### src/rtl/video_in_capture.sv
// Video input capture: measures the incoming DE/VSYNC geometry, locks onto a stable
// format and emits a cropped RGB565 window with linear addresses at fixed latency.
module video_in_capture #(
  parameter logic [10:0] CROP_H_BIAS  = 11'd256,
  parameter logic [10:0] CROP_H_WIDTH = 11'd512,
  parameter logic [10:0] CROP_V_BIAS  = 11'd144,
  parameter logic [10:0] CROP_V_WIDTH = 11'd480
) (
  input  logic        VIN_PCLK,
  input  logic        RESET,
  input  logic        VIN_HSYNC,
  input  logic        VIN_VSYNC,
  input  logic        VIN_DE,
  input  logic [15:0] VIN_DATA,
  input  logic        ENABLE,
  output logic [15:0] CAP_DATA,
  output logic        CAP_VALID,
  output logic [17:0] CAP_ADDR,
  output logic        CAP_FRAME_START,
  output logic        CAP_FRAME_DONE,
  output logic [10:0] MEAS_HACTIVE,
  output logic [10:0] MEAS_VACTIVE,
  output logic        LOCKED,
  output logic        FORMAT_ERR
);

  localparam int DATA_W = 16;
  localparam logic [11:0] H_END = {1'b0, CROP_H_BIAS} + {1'b0, CROP_H_WIDTH};
  localparam logic [11:0] V_END = {1'b0, CROP_V_BIAS} + {1'b0, CROP_V_WIDTH};

  typedef enum logic [1:0] {SEARCH = 2'd0, MEASURE = 2'd1, LOCK = 2'd2} state_t;

  function automatic logic [10:0] sat_inc11(input logic [10:0] v);
    return (v == 11'h7FF) ? v : v + 11'd1;
  endfunction

  logic              hs_unused_p1_q;
  logic              vs_p1_q, de_p1_q, en_p1_q;
  logic [DATA_W-1:0] data_p1_q;
  logic              vs_p2_q, de_p2_q;
  logic [DATA_W-1:0] data_p2_q;

  state_t            state_q, state_d;
  logic [10:0]       x_q, x_d, y_q, y_d;
  logic [10:0]       first_len_q, first_len_d;
  logic [10:0]       meas_h_q, meas_h_d, meas_v_q, meas_v_d;
  logic              frame_bad_q, frame_bad_d;
  logic              cap_active_q, cap_active_d;
  logic [17:0]       addr_q, addr_d;
  logic              cap_valid_q, cap_valid_d;
  logic [DATA_W-1:0] cap_data_q, cap_data_d;
  logic [17:0]       cap_addr_q, cap_addr_d;
  logic              start_q, start_d, done_q, done_d, err_q, err_d;

  logic              vs_rise, de_rise, de_fall, in_win;
  logic [10:0]       line_len;

  always_comb begin
    state_d      = state_q;
    x_d          = x_q;
    y_d          = y_q;
    first_len_d  = first_len_q;
    meas_h_d     = meas_h_q;
    meas_v_d     = meas_v_q;
    frame_bad_d  = frame_bad_q;
    cap_active_d = cap_active_q;
    addr_d       = addr_q;
    cap_valid_d  = 1'b0;
    cap_data_d   = cap_data_q;
    cap_addr_d   = cap_addr_q;
    start_d      = 1'b0;
    done_d       = 1'b0;
    err_d        = 1'b0;

    vs_rise  = vs_p1_q & ~vs_p2_q;
    de_rise  = de_p1_q & ~de_p2_q;
    de_fall  = ~de_p1_q & de_p2_q;
    line_len = sat_inc11(x_q);

    // stage p1 -> p2: column of the pixel now moving into p2
    if (de_p1_q) begin
      x_d = de_rise ? 11'd0 : sat_inc11(x_q);
    end

    // stage p2 -> output: x_q/y_q describe the pixel held in data_p2_q
    in_win = de_p2_q && cap_active_q &&
             (x_q >= CROP_H_BIAS) && ({1'b0, x_q} < H_END) &&
             (y_q >= CROP_V_BIAS) && ({1'b0, y_q} < V_END);
    if (in_win) begin
      cap_valid_d = 1'b1;
      cap_data_d  = data_p2_q;
      cap_addr_d  = addr_q;
      addr_d      = addr_q + 18'd1;
    end

    if (de_fall) begin
      y_d = sat_inc11(y_q);
      if (y_q == 11'd0) begin
        first_len_d = line_len;
      end
      if (state_q == LOCK && line_len != meas_h_q) begin
        frame_bad_d = 1'b1;
      end
      if (state_q == MEASURE && y_q != 11'd0 && line_len != first_len_q) begin
        frame_bad_d = 1'b1;
      end
    end

    if (vs_rise) begin
      y_d          = 11'd0;
      frame_bad_d  = 1'b0;
      first_len_d  = 11'd0;
      cap_active_d = 1'b0;
      case (state_q)
        SEARCH: state_d = MEASURE;
        MEASURE: begin
          if (!frame_bad_q && y_q != 11'd0 && first_len_q != 11'd0) begin
            state_d  = LOCK;
            meas_h_d = first_len_q;
            meas_v_d = y_q;
          end else begin
            state_d = SEARCH;
            err_d   = 1'b1;
          end
        end
        LOCK: begin
          if (frame_bad_q || y_q != meas_v_q) begin
            state_d = SEARCH;
            err_d   = 1'b1;
          end else begin
            done_d = cap_active_q;
            if (en_p1_q) begin
              cap_active_d = 1'b1;
              start_d      = 1'b1;
              addr_d       = 18'd0;
            end
          end
        end
        default: state_d = SEARCH;
      endcase
    end
  end

  always_ff @(posedge VIN_PCLK or posedge RESET) begin
    if (RESET) begin
      hs_unused_p1_q <= 1'b0;
      vs_p1_q        <= 1'b0;
      de_p1_q        <= 1'b0;
      en_p1_q        <= 1'b0;
      data_p1_q      <= '0;
      vs_p2_q        <= 1'b0;
      de_p2_q        <= 1'b0;
      data_p2_q      <= '0;
      state_q        <= SEARCH;
      x_q            <= '0;
      y_q            <= '0;
      first_len_q    <= '0;
      meas_h_q       <= '0;
      meas_v_q       <= '0;
      frame_bad_q    <= 1'b0;
      cap_active_q   <= 1'b0;
      addr_q         <= '0;
      cap_valid_q    <= 1'b0;
      cap_data_q     <= '0;
      cap_addr_q     <= '0;
      start_q        <= 1'b0;
      done_q         <= 1'b0;
      err_q          <= 1'b0;
    end else begin
      hs_unused_p1_q <= VIN_HSYNC;
      vs_p1_q        <= VIN_VSYNC;
      de_p1_q        <= VIN_DE;
      en_p1_q        <= ENABLE;
      data_p1_q      <= VIN_DATA;
      vs_p2_q        <= vs_p1_q;
      de_p2_q        <= de_p1_q;
      data_p2_q      <= data_p1_q;
      state_q        <= state_d;
      x_q            <= x_d;
      y_q            <= y_d;
      first_len_q    <= first_len_d;
      meas_h_q       <= meas_h_d;
      meas_v_q       <= meas_v_d;
      frame_bad_q    <= frame_bad_d;
      cap_active_q   <= cap_active_d;
      addr_q         <= addr_d;
      cap_valid_q    <= cap_valid_d;
      cap_data_q     <= cap_data_d;
      cap_addr_q     <= cap_addr_d;
      start_q        <= start_d;
      done_q         <= done_d;
      err_q          <= err_d;
    end
  end

  assign CAP_DATA        = cap_data_q;
  assign CAP_VALID       = cap_valid_q;
  assign CAP_ADDR        = cap_addr_q;
  assign CAP_FRAME_START = start_q;
  assign CAP_FRAME_DONE  = done_q;
  assign MEAS_HACTIVE    = meas_h_q;
  assign MEAS_VACTIVE    = meas_v_q;
  assign LOCKED          = (state_q == LOCK);
  assign FORMAT_ERR      = err_q;

endmodule

### config.mk
export PLATFORM = sky130hd
export DESIGN_NAME = video_in_capture
export DESIGN_NICKNAME = d
export VERILOG_FILES = /design/src/rtl/video_in_capture.sv
export SDC_FILE = /design/constraint.sdc
export NUM_CORES = 1
export LEC_CHECK = 0
export ABC_AREA = 0
export BUFFER_PORTS_ARGS = -buffer_cell sky130_fd_sc_hd__buf_2
export CORE_AREA = 2 2 130 183
export DETAILED_ROUTE_END_ITERATION = 6
export DIE_AREA = 0 0 132 185
export GPL_TIMING_DRIVEN = 0
export PLACE_DENSITY_LB_ADDON = 0.12
export SLEW_MARGIN = 20
export SYNTH_ARGS = -nofsm -noshare
export SYNTH_HDL_FRONTEND = slang
export SYNTH_SLANG_ARGS = --single-unit
### constraint.sdc
create_clock -name VIN_PCLK -period 6 [get_ports VIN_PCLK]
set_input_delay 0.3 -clock VIN_PCLK [delete_from_list [all_inputs] [get_ports VIN_PCLK]]
set_output_delay 0.3 -clock VIN_PCLK [all_outputs]
set_load 0.01 [all_outputs]
Word level (Yosys, flattened, before mapping)
Index checks and enable logic that the tools add are counted.

storage, ports and cells
  input port bits = 22
  register bits = 152
  word-level logic and storage cells = 100

cells by class
  multiplexer cells = 32
  add/sub/neg operators = 3
  bitwise gates (word level) = 6
  equality and inequality tests = 9
  reduce and logical (&&, ||, !) cells = 24
  order comparisons = 4

operator list
  cell                     number
  $mux W18                 5
  $mux W11                 8
  $ne A11 B11 Y1           3
  $add A11 B1 Y11 const B  2
  $eq A11 B11 Y1 const B   2
  $lt A11 B10 Y1 const B   2
  $reduce_bool A11 Y1      2
  $add A18 B1 Y18 const B  1
  $mux W1                  15
  $ge A11 B8 Y1 const B    1
  $ge A11 B9 Y1 const B    1
  $logic_not A11 Y1        1
  $logic_and A1 B1 Y1      10
  $reduce_and A2 Y1        4
  $pmux W2 S3              1
  $mux W2                  2
  $reduce_bool A2 Y1       2
  $and A1 B1 Y1            3
  $not A1 Y1               3
  $reduce_and A3 Y1        1
  $reduce_bool A3 Y1       1
  $eq A2 B1 Y1 const B     1
  $eq A2 B2 Y1 const B     1
  $logic_not A2 Y1         1
  other kinds (5)          5

Longest topological paths before layout
  depth in word-level cells = 10
  mapped depth = 10

Worst setup path after synthesis
No wires, ideal clock.

  path type = register to register
  start point = register x_q[0]
  end point = register frame_bad_q
  buffers on the path = 1
  stages on the path, launching flop included = 10
  data required time = 5.868 ns
  arrival = 1.952 ns
  path slack = 3.916 ns
  cells stage by stage = dfrtp_1 -> clkbuf_1 -> inv_1 -> ha_1 -> xor2_1 -> nor3_1 -> o22ai_1 -> a221o_1 -> nor4b_2 -> o22ai_1

on the way
  longest elaborated chain between the ends = 7
  elaborated cells between the ends (all ways) = 12

ends and longest elaborated chain
  element                                                   line  text
  start: declaration                                        44    logic [10:0] x_q, x_d, y_q, y_d;
  start signal: assignment                                  155   x_q <= '0;
  start signal: assignment                                  179   x_q <= x_d;
  $add A11 B1 Y11 / $eq A11 B11 Y1 (equally long branches)  34    return (v == 11'h7FF) ? v : v + 11'd1;
  $mux W11 *                                                n/a
  $ne A11 B11 Y1                                            104   if (state_q == MEASURE && y_q != 11'd0 && line_len != first_len_q) begin
  $logic_and A1 B1 Y1                                       104
  $mux W1                                                   104
  $mux W1                                                   96    if (de_fall) begin
  $mux W1                                                   109   if (vs_rise) begin
  end signal: assignment                                    184   frame_bad_q <= frame_bad_d;
  end: declaration                                          47    logic frame_bad_q, frame_bad_d;

Mark *: on every way between the ends. The rest lies on a longest branch, timed or not. The select of a mux whose other input is x is not followed.
A chain may end at the register's enable or synchronous reset.

Worst setup path in the final report
Same ends and word-level chain as after synthesis.

==> results.cfg <==
[logic_synthesis]
synth_edf_count = 0
synth_area_leaders = dfrtp_1, mux2_2, xor2_1
synth_top_cell_by_area = dfrtp_1
yosys_warnings = 0
synthArstFlopShare = 1.00
syn_nets = 627
postSynthCellCount = 597
ys_seq_elements = 152
synth_top_area_frac = 0.562
ys_seq_area_frac = 0.562
synth_commonest_cells = dfrtp_1, nand2_1, nor2_1
synth-main-ff-cell = dfrtp_1
synth_most_common_cell = dfrtp_1
netlist_area_mm2 = 0.00677
synth.distinct_cells = 60
synth.avg_cell_area_um2 = 11.3

[clock_network]
path_clk_slew_ns = 0.07
cts_htree_levels = 4
cts.sinks = 152
cts_tree = built
cts_buffer_depth = 2
cts_setup_buffers = 0
cts_buffers = 17
ctsResizeCount = 0
root_buffer = clkbuf_16
ctsHoldBuffers = 20
clock_latency_ns = 0.43

[run_status]
status = completed

[global_routing]
grt_pass1_vias = 5005
grt_pass1_wl_um = 26400
antenna_found_initial = 0
gr-total-overflow = 0
grt_use_total = 0.139
grt_max_degree = 92

[sta]
setup_viol = 0
fin_crit_sh = 0.434
fmax_ghz = 0.384
finClkSkew_ns = 0.0124
hold_violations = 0
finalMaxSlewViolations = 0
rsz0062_at_grt = false
tightest_slew_ns = 0.946
finalCriticalPeriod_ns = 2.61
relSlewSlack = 0.364
hold_ws_ns = 0.350

[critical_path]
crit_slowest_cell = dfrtp_1
crit_end = frame_bad_q
cp_top_family = simple AND/OR/NAND/NOR gates
startpoint = x_q[0]
path_cells = ha_1 -> nand3_2 -> or3_1 -> clkbuf_1 -> nand2_1 -> mux2_2 -> o31ai_1 -> nor4b_2 -> o22ai_1
crit_required_ns = 6.30
max_stage_delay_ns = 0.38
crit_type = register to register
crit_arrival_ns = 2.91
r2r_slack_ns = 3.39
worst-path-stages = 9
rr_endpoint = frame_bad_q
rr_worst_depth = 9
reg2reg_from = x_q[0]
cp_max_fo = 6
startpoint_type = register
cp_num_buf_inv = 1
cp-end-kind = register

[final_layout]
final_area_mm2 = 0.00842
finalNetCount = 748
fin_util = 0.368
drive_gt1_frac = 0.268
fill_cells = 2294
diodes = 0
area_growth_syn_to_layout_pct = 24.4

[placement]
dp_hpwl_um = 11600
place_area_mm2 = 0.00759
gp_congestion = 0.865
io_buffers = 81

[run]
maxCapViolations = 0

[die]
rows = 66
die_w_um = 132
die_h_um = 185
io_pins = 83
start_util = 0.296
die_area_mm2 = 0.0244
coreArea_mm2 = 0.0229

[pwr]
p_leak_nw = 4.25
power_mw = 2.48
ir_drop_mv = 0.190
powerDensity_mw_per_mm2 = 294

[detailed_routing]
remaining_drc_errors = 0
dr.pass1.iters = 5
routedWlPerCell_um = 15.6
final_antenna_net_count = 0
routed-via-count = 4815
viasPerCell = 4.64
routed_wl_um = 16200
first_iter_violations = 287

[worst_hold_path]
hold_depth = 0
hp-class = register to register
min_from = data_p1_q[7]
## per-layer routing
layer | global-route usage | wire length, um | vias to the layer above
met2 | 0.244 | 8370 | 102
met1 | 0.160 | 6720 | 2380
met3 | 0.0323 | 577 | 37
li1 | - | - | 2296
met5 | 0 | 0 | -
met4 | 0.0700 | 547 | 0
## registers in the layout, indices dropped and copies added, names as in the netlist, 2 cells and up
| signal | count |
|---|---|
| first_len_q | 11 |
| data_p2_q | 16 |
| CAP_DATA | 16 |
| MEAS_VACTIVE | 11 |
| y_q | 11 |
| x_q | 11 |
| CAP_ADDR | 18 |
| MEAS_HACTIVE | 11 |
| addr_q | 18 |
| data_p1_q | 16 |
| state_q | 2 |
## power breakdown
group	leakage [nW]	switching, mW	total [mW]	internal [mW]
logic	1.92	0.139	0.235	0.0961
registers	2.03	0.0333	1.10	1.06
clock network	0.298	0.465	1.15	0.680
## final cells by class
class	count	area [um2]	share of cell area
tap	306	383	0.0455
clock buffer	19	443	0.0526
clock inverter	13	186	0.0221
timing repair buffer	102	633	0.0752
sequential	152	3800	0.452
buffer	33	188	0.0223
inverter	20	82.6	0.00980
multi-input combinational	392	2700	0.321
## kinds of logic (layout without fill, tap and decap cells)
logic type / count (synthesis) / in the layout / share of synthesized area
XOR/XNOR: 57 / 57 / 0.0737
buffers and inverters: 53 / 187 / 0.0388
multiplexers: 43 / 43 / 0.0712
AO/OA/AOI/OAI: 77 / 77 / 0.0795
AND/OR/NAND/NOR: 207 / 207 / 0.160
adder cells (fa/ha/maj): 8 / 8 / 0.0148
flip-flops: 152 / 152 / 0.562
## stage by stage
step,setup WS [ns],cells,TNS [ns]
after global routing,3.22,1037,0
final,3.39,1037,0
after floorplan,1.61,597,0
after global placement,-0.192,984,-26.36
after detailed placement,3.33,985,0
after CTS,3.32,1037,0
## worst min-delay path by stage
stage	slack, ns	to
3_5_place_dp	0.34	data_p2_q[9]
2_1_floorplan	0.33	data_p2_q[0]
3_3_place_gp	0.33	data_p2_q[7]
4_1_cts	0.35	data_p2_q[11]
5_1_grt	0.36	data_p2_q[5]
6_report	0.35	data_p2_q[7]
## cell usage in the layout, fill, tap and decap left out, types with 4 or more instances in the layout
| master | Yosys | routed |
|---|---|---|
| dfrtp_1 | 152 | 152 |
| buf_2 | 12 | 93 |
| nand2_1 | 70 | 70 |
| nor2_1 | 47 | 47 |
| mux2_2 | 41 | 41 |
| xor2_1 | 31 | 31 |
| xnor2_1 | 26 | 26 |
| dlygate4sd3_1 | 0 | 20 |
| inv_1 | 19 | 18 |
| o21ai_0 | 18 | 18 |
| clkbuf_16 | 0 | 17 |
| nand3_1 | 16 | 16 |
| nand4_1 | 13 | 13 |
| a21oi_1 | 13 | 13 |
| clkbuf_1 | 11 | 12 |
| and3_1 | 10 | 10 |
| nor4_1 | 9 | 9 |
| ha_1 | 8 | 8 |
| buf_4 | 7 | 7 |
| a22o_1 | 7 | 7 |
| and2_1 | 6 | 6 |
| nor3_1 | 5 | 5 |
| and4_1 | 5 | 5 |
| o22ai_1 | 5 | 5 |
| nor2b_1 | 4 | 4 |
| a31oi_1 | 4 | 4 |
| or3_1 | 4 | 4 |
| o31a_1 | 4 | 4 |
| inv_6 | 0 | 4 |
Power figures use the tool's default switching activity.
